[config.mk]
export PLATFORM = sky130hd
export DESIGN_NAME = seg7_pair_decoder
export DESIGN_NICKNAME = d
export VERILOG_FILES = /design/src/rtl/seg7_pair_decoder.sv
export SDC_FILE = /design/constraint.sdc
export NUM_CORES = 1
export LEC_CHECK = 0
export ABC_AREA = 1
export BUFFER_PORTS_ARGS = -buffer_cell sky130_fd_sc_hd__buf_4
export CAP_MARGIN = 30
export CORE_UTILIZATION = 55
export CTS_CLUSTER_DIAMETER = 40
export DETAILED_ROUTE_END_ITERATION = 12
export GPL_ROUTABILITY_DRIVEN = 0
export HOLD_SLACK_MARGIN = 0.05
export MAX_ROUTING_LAYER = met4
export PLACE_DENSITY_LB_ADDON = 0.25
export SLEW_MARGIN = 20
export SYNTH_ARGS = -nofsm -noshare
export SYNTH_HDL_FRONTEND = slang
export SYNTH_SLANG_ARGS = --single-unit
[constraint.sdc]
create_clock -name clk -period 2.75 [get_ports clk]
set_clock_uncertainty 0.15 [all_clocks]
set_input_delay 0.4125 -clock clk [delete_from_list [all_inputs] [get_ports clk]]
set_output_delay 0.4125 -clock clk [all_outputs]
set_load 0.02 [all_outputs]
[src/rtl/seg7_pair_decoder.sv]
// Recovers the 0-99 value shown on an active-low two-digit seven-segment pair,
// debouncing the pattern and reporting each new stable pair once via valid/ready.
module seg7_pair_decoder #(
  parameter int unsigned STABLE_CYCLES = 4
) (
  input  logic       clk,
  input  logic       reset_n,
  input  logic [6:0] HEX0,
  input  logic [6:0] HEX1,
  input  logic       ready,
  output logic [6:0] num,
  output logic       valid,
  output logic       error
);

  localparam logic [3:0] CNT_MAX = 4'(STABLE_CYCLES - 1);

  typedef enum logic [0:0] {IDLE = 1'b0, HOLD = 1'b1} state_t;

  // {legal, digit}; blank and every non-digit pattern are illegal on the ones side
  function automatic logic [4:0] decode_ones(input logic [6:0] seg);
    logic [4:0] res;
    case (seg)
      7'b1000000: res = {1'b1, 4'd0};
      7'b1111001: res = {1'b1, 4'd1};
      7'b0100100: res = {1'b1, 4'd2};
      7'b0110000: res = {1'b1, 4'd3};
      7'b0011001: res = {1'b1, 4'd4};
      7'b0010010: res = {1'b1, 4'd5};
      7'b0000010: res = {1'b1, 4'd6};
      7'b1111000: res = {1'b1, 4'd7};
      7'b0000000: res = {1'b1, 4'd8};
      7'b0010000: res = {1'b1, 4'd9};
      default:    res = {1'b0, 4'd0};
    endcase
    return res;
  endfunction

  // Tens digit: blank means 0, an explicit leading zero is illegal
  function automatic logic [4:0] decode_tens(input logic [6:0] seg);
    logic [4:0] res;
    case (seg)
      7'b1111111: res = {1'b1, 4'd0};
      7'b1000000: res = {1'b0, 4'd0};
      default:    res = decode_ones(seg);
    endcase
    return res;
  endfunction

  logic [13:0] pair_q, pair_d;
  logic [13:0] last_q, last_d;
  logic        reported_q, reported_d;
  logic [3:0]  cnt_q, cnt_d;
  state_t      state_q, state_d;
  logic [6:0]  num_q, num_d;
  logic        valid_q, valid_d;
  logic        error_q, error_d;

  logic [13:0] in_pair_s;
  logic [4:0]  tens_s;
  logic [4:0]  ones_s;
  logic        legal_s;
  logic        stable_s;
  logic [6:0]  value_s;

  // Next-state logic: sampling, stability counter and report FSM
  always_comb begin
    in_pair_s = {HEX1, HEX0};
    pair_d    = in_pair_s;
    if (in_pair_s == pair_q) begin
      cnt_d = (cnt_q == CNT_MAX) ? cnt_q : cnt_q + 4'd1;
    end else begin
      cnt_d = 4'd0;
    end

    tens_s   = decode_tens(pair_q[13:7]);
    ones_s   = decode_ones(pair_q[6:0]);
    legal_s  = tens_s[4] & ones_s[4];
    value_s  = ({3'd0, tens_s[3:0]} * 7'd10) + {3'd0, ones_s[3:0]};
    stable_s = (cnt_q == CNT_MAX) && (!reported_q || (pair_q != last_q));

    state_d    = state_q;
    num_d      = num_q;
    valid_d    = valid_q;
    error_d    = 1'b0;
    last_d     = last_q;
    reported_d = reported_q;

    case (state_q)
      IDLE: begin
        if (stable_s) begin
          last_d     = pair_q;
          reported_d = 1'b1;
          if (legal_s) begin
            num_d   = value_s;
            valid_d = 1'b1;
            state_d = HOLD;
          end else begin
            error_d = 1'b1;
          end
        end else begin
          valid_d = 1'b0;
        end
      end
      HOLD: begin
        if (valid_q && ready) begin
          valid_d = 1'b0;
          state_d = IDLE;
        end else begin
          valid_d = valid_q;
        end
      end
      default: begin
        state_d = IDLE;
        valid_d = 1'b0;
      end
    endcase
  end

  // State registers
  always_ff @(posedge clk or negedge reset_n) begin
    if (!reset_n) begin
      pair_q     <= 14'd0;
      last_q     <= 14'd0;
      reported_q <= 1'b0;
      cnt_q      <= 4'd0;
      state_q    <= IDLE;
      num_q      <= 7'd0;
      valid_q    <= 1'b0;
      error_q    <= 1'b0;
    end else begin
      pair_q     <= pair_d;
      last_q     <= last_d;
      reported_q <= reported_d;
      cnt_q      <= cnt_d;
      state_q    <= state_d;
      num_q      <= num_d;
      valid_q    <= valid_d;
      error_q    <= error_d;
    end
  end

  assign num   = num_q;
  assign valid = valid_q;
  assign error = error_q;

endmodule

# Word-level counts from Yosys, hierarchy flattened
# Index checks and enable logic that the tools add are counted.
# word_totals
output_inout_bits,9
reg_bits,43
input_bits,17
elab_cells,63
# op_classes
reduce_logical,9
n_eq_ne,25
n_mux,16
mul,1
n_addsub,2
n_bitwise,2
# ops
operator,n
one-hot mux 5 bit (10 select lines),1
"equality test 7 bit, second input constant",7
one-hot mux 5 bit (9 select lines),1
"equality test 7 x 5 -> 1 bit, second input constant",6
"equality test 7 x 6 -> 1 bit, second input constant",4
equality test 14 bit,1
"equality test 7 x 2 -> 1 bit, second input constant",2
logical NOT 7 bit,2
!= test 14 bit,1
one-hot mux 5 bit (2 select lines),1
two-way mux 1 bit,9
two-way mux 4 bit,2
adder 7 x 4 -> 7 bit,1
"multiplier 4 x 3 -> 6 bit, second input constant",1
"adder 4 x 1 -> 4 bit, second input constant",1
"equality test 4 x 2 -> 1 bit, second input constant",1
one-hot mux 1 bit (2 select lines),2
AND reduction 2 bit,2
"!= test 3 bit, second input constant",1
AND reduction 3 bit,1
logical AND 1 bit,2
"!= test 2 x 1 -> 1 bit, second input constant",1
"!= test 2 bit, second input constant",1
AND 1 bit,1
3 further kinds,3

# Logic depth before layout (Yosys ltp)
# Gate-level depths: netlist of the first run.
# depth
depth_word,7
depth_mapped,17
depth_no_buf,16

# Worst setup path before layout of the first run
# Ideal clock, no wire load.
# synth_path
kind,reg-to-reg
start,reg pair_q[8]
end,"reg num_q[6], in the netlist num[6]"
period_less_slack_ps,2511
stages_incl_launch_ff,15
setup_time_ps,65
setup_slack_ps,239
arrival_ps,2295
n_path_buf,1
required_time_ps,2535
path_cell_list,dfrtp_1 -> buf_2 -> nor2_1 -> nand2_1 -> inv_1 -> nand2_2 -> nand4_1 -> ha_1 -> ha_1 -> inv_1 -> fa_1 -> nor2_1 -> xor2_1 -> nand3_1 -> nand2_1
# synth_between
elab_chain_len,5
word_cells_on_any_way,20
classes_between,add/sub: 1; mul: 1; eq/ne: 11; mux: 2; bitwise: 1; reduce/logical: 4
# synth_rtl
item,line_no,source
start: declaration,50,"logic [13:0] pair_q, pair_d;"
start signal: assignment,132,pair_q <= pair_d;
equality test 7 x 5 -> 1 bit (tied with other cells),23,case (seg)
one-hot mux 5 bit (9 select lines),23,
one-hot mux 5 bit (2 select lines),42,case (seg)
multiplier 4 x 3 -> 6 bit or AND 1 bit (tied branches),"79, 78",
adder 7 x 4 -> 7 bit or AND reduction 3 bit (tied branches),-,
end signal: assignment,137,num_q <= num_d;
end: declaration,55,"logic [6:0] num_q, num_d;"
# Parallel ways exist; a longest one is shown, timed or not.
# A chain may end at the register's enable or synchronous reset.

# Worst setup path after layout of the first run
# layout_path
start,reg pair_q[10]
end,"reg num_q[6], in the netlist num[6]"
# Same word-level chain as after synthesis.

==> impl_metrics.env, run 1 <==
export IMPL_min_period_ps=2600
export IMPL_grt_max_degree=44
export IMPL_setup_viol_count_final=0
export IMPL_slew_headroom=0.628
export IMPL_r2r_start="pair_q[10]"
export IMPL_first_pass_iters=6
export IMPL_synth_compound_area_share=0.0408
export IMPL_share_comb_of_total_power=0.115
export IMPL_async_reset_ff_frac=1.00
export IMPL_synth_simple_area_share=0.362
export IMPL_netlist_area_sq_um=2610
export IMPL_synth_xor_area_frac=0.0537
export IMPL_crit_start="pair_q[10]"
export IMPL_ir_drop_v=0.000307
export IMPL_fin_nets=414
export IMPL_status="completed"
export IMPL_dp_hpwl_um=4030
export IMPL_hold_viol=0
export IMPL_wl_per_cell_um=12.5
export IMPL_ys_types=27
export IMPL_regToRegSetupSlack_ps=150
export IMPL_start_util=0.587
export IMPL_clk_path_buf_depth=2
export IMPL_synthAdderAreaFrac=0.0489
export IMPL_worst_ep_required_time_ps=2850
export IMPL_die_area_sq_um=5020
export IMPL_seq_power_share=0.554
export IMPL_viasPerCell=5.12
export IMPL_ys_seq_elements=43
export IMPL_grt_pass1_wl_um=9650
export IMPL_ios=26
export IMPL_grt_pass1_vias=2182
export IMPL_fmax_mhz=385
export IMPL_drive_gt1_frac=0.234
export IMPL_yosysSeqAreaShare=0.413
export IMPL_antenna_found_initial=0
export IMPL_fp_row_count=24
export IMPL_power_switching_uw=320
export IMPL_vias=2258
export IMPL_hold_end="pair_q[0]"
export IMPL_cp_end_kind="flop"
export IMPL_p_int_uw=879
export IMPL_track_usage=0.255
export IMPL_powerDensity_nw_per_um2=394
export IMPL_holdCritPathClass="input pin to flop"
export IMPL_root_buffer="clkbuf_8"
export IMPL_wl_um=5510
export IMPL_clkTransAtPathRegs_ps=80
export IMPL_synth_top_family_by_area="simple AND/OR/NAND/NOR gates"
export IMPL_reg2reg_depth=13
export IMPL_path_class="flop to flop"
export IMPL_min_from="HEX0[0]"
export IMPL_arrival_ps=2700
export IMPL_num_antenna_cells=0
export IMPL_fillers=391
export IMPL_cellLeakagePower_nw=1.62
export IMPL_switching_share=0.267
export IMPL_synth_edf_count=0
export IMPL_fp_dieH_um=70.9
export IMPL_tightest_slew_ps=556
export IMPL_r2r_end="num[6]"
export IMPL_cts_buffers_inserted=5
export IMPL_power_frac_clock=0.331
export IMPL_synthFlopType="dfrtp_1"
export IMPL_drtAntennaViolNets=0
export IMPL_drv_cap=0
export IMPL_avgSynthCellArea_sq_um=7.47
export IMPL_cts_tree="done"
export IMPL_hold_depth=1
export IMPL_portBuffers=25
export IMPL_post_route_period_util=0.946
export IMPL_synth_fp_nets=375
export IMPL_total_power_mw=1.20
export IMPL_synth_cells=349
export IMPL_drc=0
export IMPL_hold_slack_ps=72.6
export IMPL_die_w_um=70.9
export IMPL_drv_slew=0
export IMPL_clk_latency_ps=300
export IMPL_crit_fanout=6
export IMPL_gr_total_overflow=0
export IMPL_yosysWarnings=0
export IMPL_clock_sinks=43
export IMPL_area_delta_synth_final_pct=16.9
export IMPL_synth_area_mux_share=0.00432
export IMPL_startpoint_type="flop"
export IMPL_coreArea_sq_um=4440
export IMPL_cts_max_level=2
export IMPL_dr_first_iter_drc_count=134
-- sequential cells by signal, indices dropped and copies added, names as in the netlist --
register,flops
cnt_q,4
num,7
last_q,14
valid,1
error,1
pair_q,14
reported_q,1
state_q,1
-- synth_stat cells (2+ instances only) --
library cell	count	share of area
nand2_1	120	0.17
dfrtp_1	43	0.41
nor2_1	37	0.053
inv_1	33	0.048
nand3_1	19	0.036
o21ai_1	14	0.027
xor2_1	13	0.044
inv_2	9	0.013
nand2_2	9	0.022
ha_1	7	0.034
nand4_1	7	0.017
nor3_1	6	0.012
or2_2	6	0.014
buf_6	3	0.013
nor2_2	3	0.0072
nor2_4	3	0.013
xnor2_1	3	0.010
a21oi_1	2	0.0038
buf_2	2	0.0038
fa_1	2	0.015
o21ai_0	2	0.0038
-- worst max path at each step --
| stage | to | slack (ps) | depth (start not counted) |
|---|---|---|---|
| floorplan | num[6] | 240 | 14 |
| global placement | num[6] | 140 | 13 |
| detailed placement | num[6] | 120 | 13 |
| CTS | num[6] | 100 | 13 |
| global route | num[6] | -20 | 16 |
| finish | num[6] | 150 | 13 |
-- power groups by stage --
stage	Combinational (mW)	Sequential [mW]	Clock (mW)
2_1_floorplan	0.0762	0.668	0
3_3_place_gp	0.123	0.673	0
3_5_place_dp	0.125	0.674	0
4_1_cts	0.127	0.661	0.404
5_1_grt	0.157	0.667	0.421
6_report	0.138	0.665	0.397
-- metrics by stage --
stage / std cells / utilization / setup TNS, ps / worst slack, ps / cell area [sq um]
floorplan: 349 / - / 0 / 239 / 2610
detailed placement: 425 / 0.640 / 0 / 123 / 2850
global route: 441 / 0.686 / -16.0 / -16.0 / 3050
CTS: 434 / 0.662 / 0 / 101 / 2940
global placement: 425 / 0.640 / 0 / 143 / 2850
finish: 441 / 0.686 / 0 / 149 / 3050
-- area by class of cell --
type	instances	area (sq um)	area share
clock buffer	6	72.6	0.0238
sequential	43	1080	0.356
inverter	42	163	0.0534
tap	52	65.1	0.0213
timing repair buffer	37	280	0.0920
clock inverter	2	12.5	0.00411
multi-input combinational	259	1370	0.450
-- routing by layer --
metal  global-route usage  wire length, um
met1                0.330             2570
met2                0.405             2610
met3               0.0456              259
met4               0.0933               77
met5                    -                0
-- critical path, stage by stage, from the launching register on --
cell and delay, ps:
dfrtp_2 470, inv_2 110, nand2_1 60, nor2_1 130
nand2_1 90, nand4_1 150, ha_1 250, ha_1 190
inv_1 60, fa_1 440, nor2_1 130, xor2_1 150
nand3_1 90, nand2_1 80
-- placed cells by master (no fill, tap or decap), types with 7 or more instances in the layout --
master / n
buf_4: 36
dfrtp_1: 36
dfrtp_2: 7
inv_1: 33
inv_2: 7
nand2_1: 120
nand2_2: 9
nand3_1: 18
nand4_1: 7
nor2_1: 32
o21ai_1: 14
xor2_1: 13
-- repair_timing --
action	in CTS	in global routing
setup endpoints to repair	0	3
resized for setup	0	18
endpoints found under the hold margin	43	0
hold buffers	1	0
buffers inserted	0	7
-- cell families after synthesis --
kind of cell,after synthesis
DFF,43
adders and majority gates,9
xor gates and xnor gates,16
AOI/OAI and AO/OA,19
buffers and inverters,47
and+or+nand+nor,214
muxes,1
Note: power is estimated with default switching activity, not from simulation.
==> inputs of run 2 (changes only) <==
Settings changed: HOLD_SLACK_MARGIN 0.05 to 0.08.
==> run 2 against run 1 <==
  * Register-to-register slack hardly changed
  * Cell area is 3.3% higher
  * Critical path depth stayed put
  * Hold slack better by 11 ps
  * Global-route usage is 0.79 points higher
  * Clock power hardly changed
  * Sequential share of layout area is 1.1 points lower
  * Sequential cell count stayed put
  * Non-clock buffer count is 10 higher
  * Power is 1.2% higher
  * Sequential power hardly changed
  * Setup slack better by 15 ps
  * Critical endpoint unchanged
  * Largest power group unchanged
  * Highest routed layer unchanged
==> impl_metrics.env, run 2 (synthesis results as in run 1) <==
export IMPL_ios=26
export IMPL_share_comb_of_total_power=0.124
export IMPL_cts_buffers_inserted=5
export IMPL_switching_share=0.268
export IMPL_hold_depth=1
export IMPL_fin_nets=424
export IMPL_holdCritPathClass="input pin to flop"
export IMPL_fp_dieH_um=70.9
export IMPL_drv_cap=0
export IMPL_die_area_sq_um=5020
export IMPL_path_class="flop to flop"
export IMPL_p_int_uw=889
export IMPL_ir_drop_v=0.000313
export IMPL_power_frac_clock=0.328
export IMPL_crit_start="pair_q[10]"
export IMPL_area_delta_synth_final_pct=20.7
export IMPL_crit_fanout=6
export IMPL_start_util=0.587
export IMPL_dr_wl_met2_um=2790
export IMPL_min_from="HEX1[5]"
export IMPL_min_period_ps=2590
export IMPL_routed_top_layer="met4"
export IMPL_grt_max_degree=44
export IMPL_setup_viol_count_final=0
export IMPL_r2r_start="pair_q[10]"
export IMPL_antenna_found_initial=0
export IMPL_power_switching_uw=325
export IMPL_root_buffer="clkbuf_8"
export IMPL_startpoint_type="flop"
export IMPL_drv_slew=0
export IMPL_instances_no_fill=451
export IMPL_num_antenna_cells=0
export IMPL_clock_sinks=43
export IMPL_grt_pass1_wl_um=9930
export IMPL_gr_total_overflow=0
export IMPL_layout_commonest_cell="nand2_1"
export IMPL_first_pass_iters=7
export IMPL_placed_cells=425
export IMPL_arrival_ps=2680
export IMPL_total_power_mw=1.21
export IMPL_viasPerCell=5.13
export IMPL_cellLeakagePower_nw=1.66
export IMPL_wl_met3_um=268
export IMPL_vias=2312
export IMPL_worst_ep_required_time_ps=2850
export IMPL_seq_power_share=0.548
export IMPL_status="completed"
export IMPL_dp_hpwl_um=4030
export IMPL_portBuffers=25
export IMPL_final_cell_mix="120 x nand2_1, 36 x dfrtp_1, 36 x buf_4"
export IMPL_wl_met1_um=2550
export IMPL_cp_end_kind="flop"
export IMPL_tightest_slew_ps=552
export IMPL_post_route_period_util=0.940
export IMPL_fmax_mhz=387
export IMPL_clkTransAtPathRegs_ps=80
export IMPL_reg2reg_depth=13
export IMPL_hold_viol=0
export IMPL_drive_gt1_frac=0.228
export IMPL_cts_tree="done"
export IMPL_clk_latency_ps=300
export IMPL_grt_pass1_vias=2243
export IMPL_cts_max_level=2
export IMPL_fp_row_count=24
export IMPL_track_usage=0.263
export IMPL_drc=0
export IMPL_powerDensity_nw_per_um2=385
export IMPL_coreArea_sq_um=4440
export IMPL_clk_path_buf_depth=2
export IMPL_slew_headroom=0.631
export IMPL_tns_ps=0
export IMPL_die_w_um=70.9
export IMPL_dr_first_iter_drc_count=157
export IMPL_wl_per_cell_um=12.6
export IMPL_fillers=378
export IMPL_drtAntennaViolNets=0
export IMPL_wl_um=5700
[run 2: cell types whose count changed in the layout (fill, tap and decap cells not counted)]
| cell | before | now |
|---|---|---|
| dlygate4sd3_1 | 1 | 11 |
[run 2: final timing paths]
check	end	slack [ps]
worst max-delay path	num[6]	160
worst min-delay path	pair_q[12]	80
worst max register to register	num[6]	160
worst min register to register	num[5]	330
max in group asynchronous	pair_q[13]	1570
min in group asynchronous	last_q[11]	480
[run 2: cell type report]
cell class	count	area, sq um	share of cell area
inverters	42	163	0.0517
repair buffers	47	380	0.121
clock buffers	6	72.6	0.0231
flip-flops and latches	43	1080	0.345
well taps	52	65.1	0.0207
clock inverters	2	12.5	0.00397
multi-input cells	259	1370	0.435
[run 2: stage by stage]
stage	hold slack, ps	util	area, sq um	worst slack, ps
after detailed placement	289	0.640	2850	123
after CTS	81.2	0.680	3020	101
after global routing	82.7	0.708	3150	-16.0
final	83.6	0.708	3150	164
after floorplan	-33.1	-	2610	239
after global placement	287	0.640	2850	143
[run 2: layer usage]
metal	up-vias	track usage
li1	1179	-
met3	12	0.0470
met2	65	0.425
met5	-	-
met1	1056	0.334
met4	0	0.0956
[run 2: worst max-delay path: stages (launching register included)]
cell and delay [ps]:
dfrtp_2 470, inv_2 110, nand2_1 60, nor2_1 120
nand2_1 90, nand4_1 150, ha_1 250, ha_1 190
inv_1 60, fa_1 440, nor2_1 130, xor2_1 150
nand3_1 90, nand2_1 80
[run 2: power groups by stage]
| stage | clock, mW | combinational, mW | sequential [mW] |
|---|---|---|---|
| finish | 0.398 | 0.150 | 0.665 |
| global route | 0.421 | 0.170 | 0.667 |
| CTS | 0.404 | 0.136 | 0.661 |
| detailed placement | 0 | 0.125 | 0.674 |
| global placement | 0 | 0.123 | 0.673 |
| floorplan | 0 | 0.0762 | 0.668 |
[run 2: timing repair]
| action | in CTS | in global routing |
|---|---|---|
| gates resized for setup | 0 | 18 |
| endpoints found under the hold margin | 51 | 2 |
| setup buffers | 0 | 7 |
| hold buffers | 9 | 2 |
| endpoints found under the setup margin | 0 | 3 |
==> inputs of run 3 (changes only) <==
Settings changed: CELL_PAD_IN_SITES_DETAIL_PLACEMENT set to 1, CELL_PAD_IN_SITES_GLOBAL_PLACEMENT set to 1, CORE_ASPECT_RATIO set to 1.1, CORE_UTILIZATION 55 to 43.
==> run 3 against run 2 <==
  * Die area grew 27%
  * Non-clock buffer count increased by 10
  * Global-route usage down 3.8 points
  * Utilization is 14 points lower
  * Sequential power barely moved
  * Hold slack improved by 140 ps
  * Sequential cell count is the same
  * Power is 3.0% higher
  * Combinational power grew 12%
  * Maximum frequency shrank 4.1%
  * Clock power increased by 5%
  * Routed wire length rose by 22%
==> impl_metrics.env, run 3 (synthesis results as in run 1) <==
export IMPL_r2r_start="pair_q[7]"
export IMPL_fp_dieH_um=83.7
export IMPL_final_cell_mix="118 x nand2_1, 42 x buf_4, 36 x dfrtp_1"
export IMPL_status="completed"
export IMPL_worst_ep_required_time_ps=2800
export IMPL_grt_pass1_wl_um=11000
export IMPL_tightest_slew_ps=561
export IMPL_cp_top_family="adder cells"
export IMPL_drv_slew=0
export IMPL_grt_pass1_vias=2436
export IMPL_drc=0
export IMPL_slew_headroom=0.626
export IMPL_seqCellArea_sq_um=1080
export IMPL_cp_end_kind="flop"
export IMPL_dp_hpwl_um=4720
export IMPL_holdCritPathClass="input pin to flop"
export IMPL_antenna_found_initial=0
export IMPL_regToRegSetupSlack_ps=50
export IMPL_placed_cells=449
export IMPL_layout_commonest_cell="nand2_1"
export IMPL_instances_no_fill=486
export IMPL_post_route_period_util=0.980
export IMPL_area_delta_synth_final_pct=26.0
export IMPL_start_util=0.449
export IMPL_clk_path_buf_depth=2
export IMPL_drive_gt1_frac=0.252
export IMPL_wl_per_cell_um=14.3
export IMPL_coreArea_sq_um=5810
export IMPL_hold_viol=0
export IMPL_drv_cap=0
export IMPL_worstSetupPathDepth=13
export IMPL_critPathBufInv=2
export IMPL_viasPerCell=4.93
export IMPL_min_period_ps=2700
export IMPL_slowest_stage="dfrtp_2"
export IMPL_crit_start="pair_q[7]"
export IMPL_clkTransAtPathRegs_ps=90
export IMPL_multi_input_area_sq_um=1390
export IMPL_worstPathCellList="inv_4 > nand2_1 > nor2_1 > nand2_1 > nand4_1 > ha_1 > ha_1 > inv_2 > fa_1 > xor2_1 > xor2_1 > nand3_1 > nand2_1"
export IMPL_path_class="flop to flop"
export IMPL_fmax_mhz=371
export IMPL_die_w_um=76.2
export IMPL_gr_total_overflow=0
export IMPL_cts_tree="done"
export IMPL_setup_viol_count_final=0
export IMPL_hold_slack_ps=223
export IMPL_grt_max_degree=44
export IMPL_cts_buffers_inserted=5
export IMPL_clk_latency_ps=310
export IMPL_slowest_delay_ps=480
export IMPL_wl_um=6950
export IMPL_fp_row_count=29
export IMPL_track_usage=0.225
export IMPL_startpoint_type="flop"
export IMPL_first_pass_iters=4
export IMPL_cts_max_level=2
export IMPL_fin_nets=434
export IMPL_powerDensity_nw_per_um2=380
export IMPL_dr_first_iter_drc_count=96
export IMPL_die_area_sq_um=6380
export IMPL_num_antenna_cells=0
export IMPL_root_buffer="clkbuf_8"
export IMPL_crit_end="num[6]"
export IMPL_vias=2398
export IMPL_crit_fanout=6
export IMPL_ir_drop_v=0.000266
export IMPL_crit_top_cell="nand2_1"
export IMPL_clock_sinks=43
export IMPL_reg2reg_depth=13
export IMPL_drtAntennaViolNets=0
export IMPL_cellLeakagePower_nw=1.70
export IMPL_arrival_ps=2740
export IMPL_portBuffers=25
export IMPL_ios=26
export IMPL_fillers=732
export IMPL_r2r_end="num[6]"
[run 3: per-stage QoR]
stage	cell area, sq um	worst slack (ps)	power [mW]	setup TNS (ps)	utilization
finish	3290	54.2	1.25	0	0.566
global route	3290	-125	1.31	-138	0.566
CTS	3110	6.20	1.23	0	0.536
detailed placement	2870	41.7	0.803	0	0.494
global placement	2870	137	0.799	0	0.494
floorplan	2610	239	0.744	0	-
[run 3: routing by layer]
metal / vias up / part of all wire / global-route usage
met5: - / 0 / -
met4: 0 / 0.018 / 0.0577
met3: 11 / 0.021 / 0.0415
met2: 30 / 0.53 / 0.400
met1: 1160 / 0.43 / 0.261
li1: 1197 / - / -
[run 3: what timing repair did]
item / in CTS / in global routing
hold endpoints to repair: 57 / 0
endpoints found under the setup margin: 0 / 3
resized for setup: 0 / 24
setup buffers: 0 / 14
hold buffers: 15 / 0
[run 3: worst min-delay path by stage]
stage / start / slack [ps] / depth (start not counted) / end
finish: ready / 220 / 4 / state_q
global route: ready / 260 / 4 / state_q
CTS: ready / 230 / 4 / state_q
detailed placement: reset_n / 300 / 1 / cnt_q[3]
global placement: reset_n / 290 / 1 / last_q[13]
floorplan: reset_n / -30 / 0 / cnt_q[0]
[run 3: cell type report]
type	count	share of cell area
clock inverter	3	0.00609
multi-input combinational	259	0.422
sequential	43	0.330
tap	77	0.0293
inverter	42	0.0495
timing repair buffer	57	0.142
clock buffer	5	0.0209
[run 3: tightest hold or removal path, stage by stage]
cell     delay, ps
buf_4           80
a21oi_1         70
inv_1           50
nand2_1         40
[run 3: power breakdown]
part	switching (mW)	internal, mW
Combinational	0.0919	0.0763
Clock	0.239	0.177
Sequential	0.0211	0.644
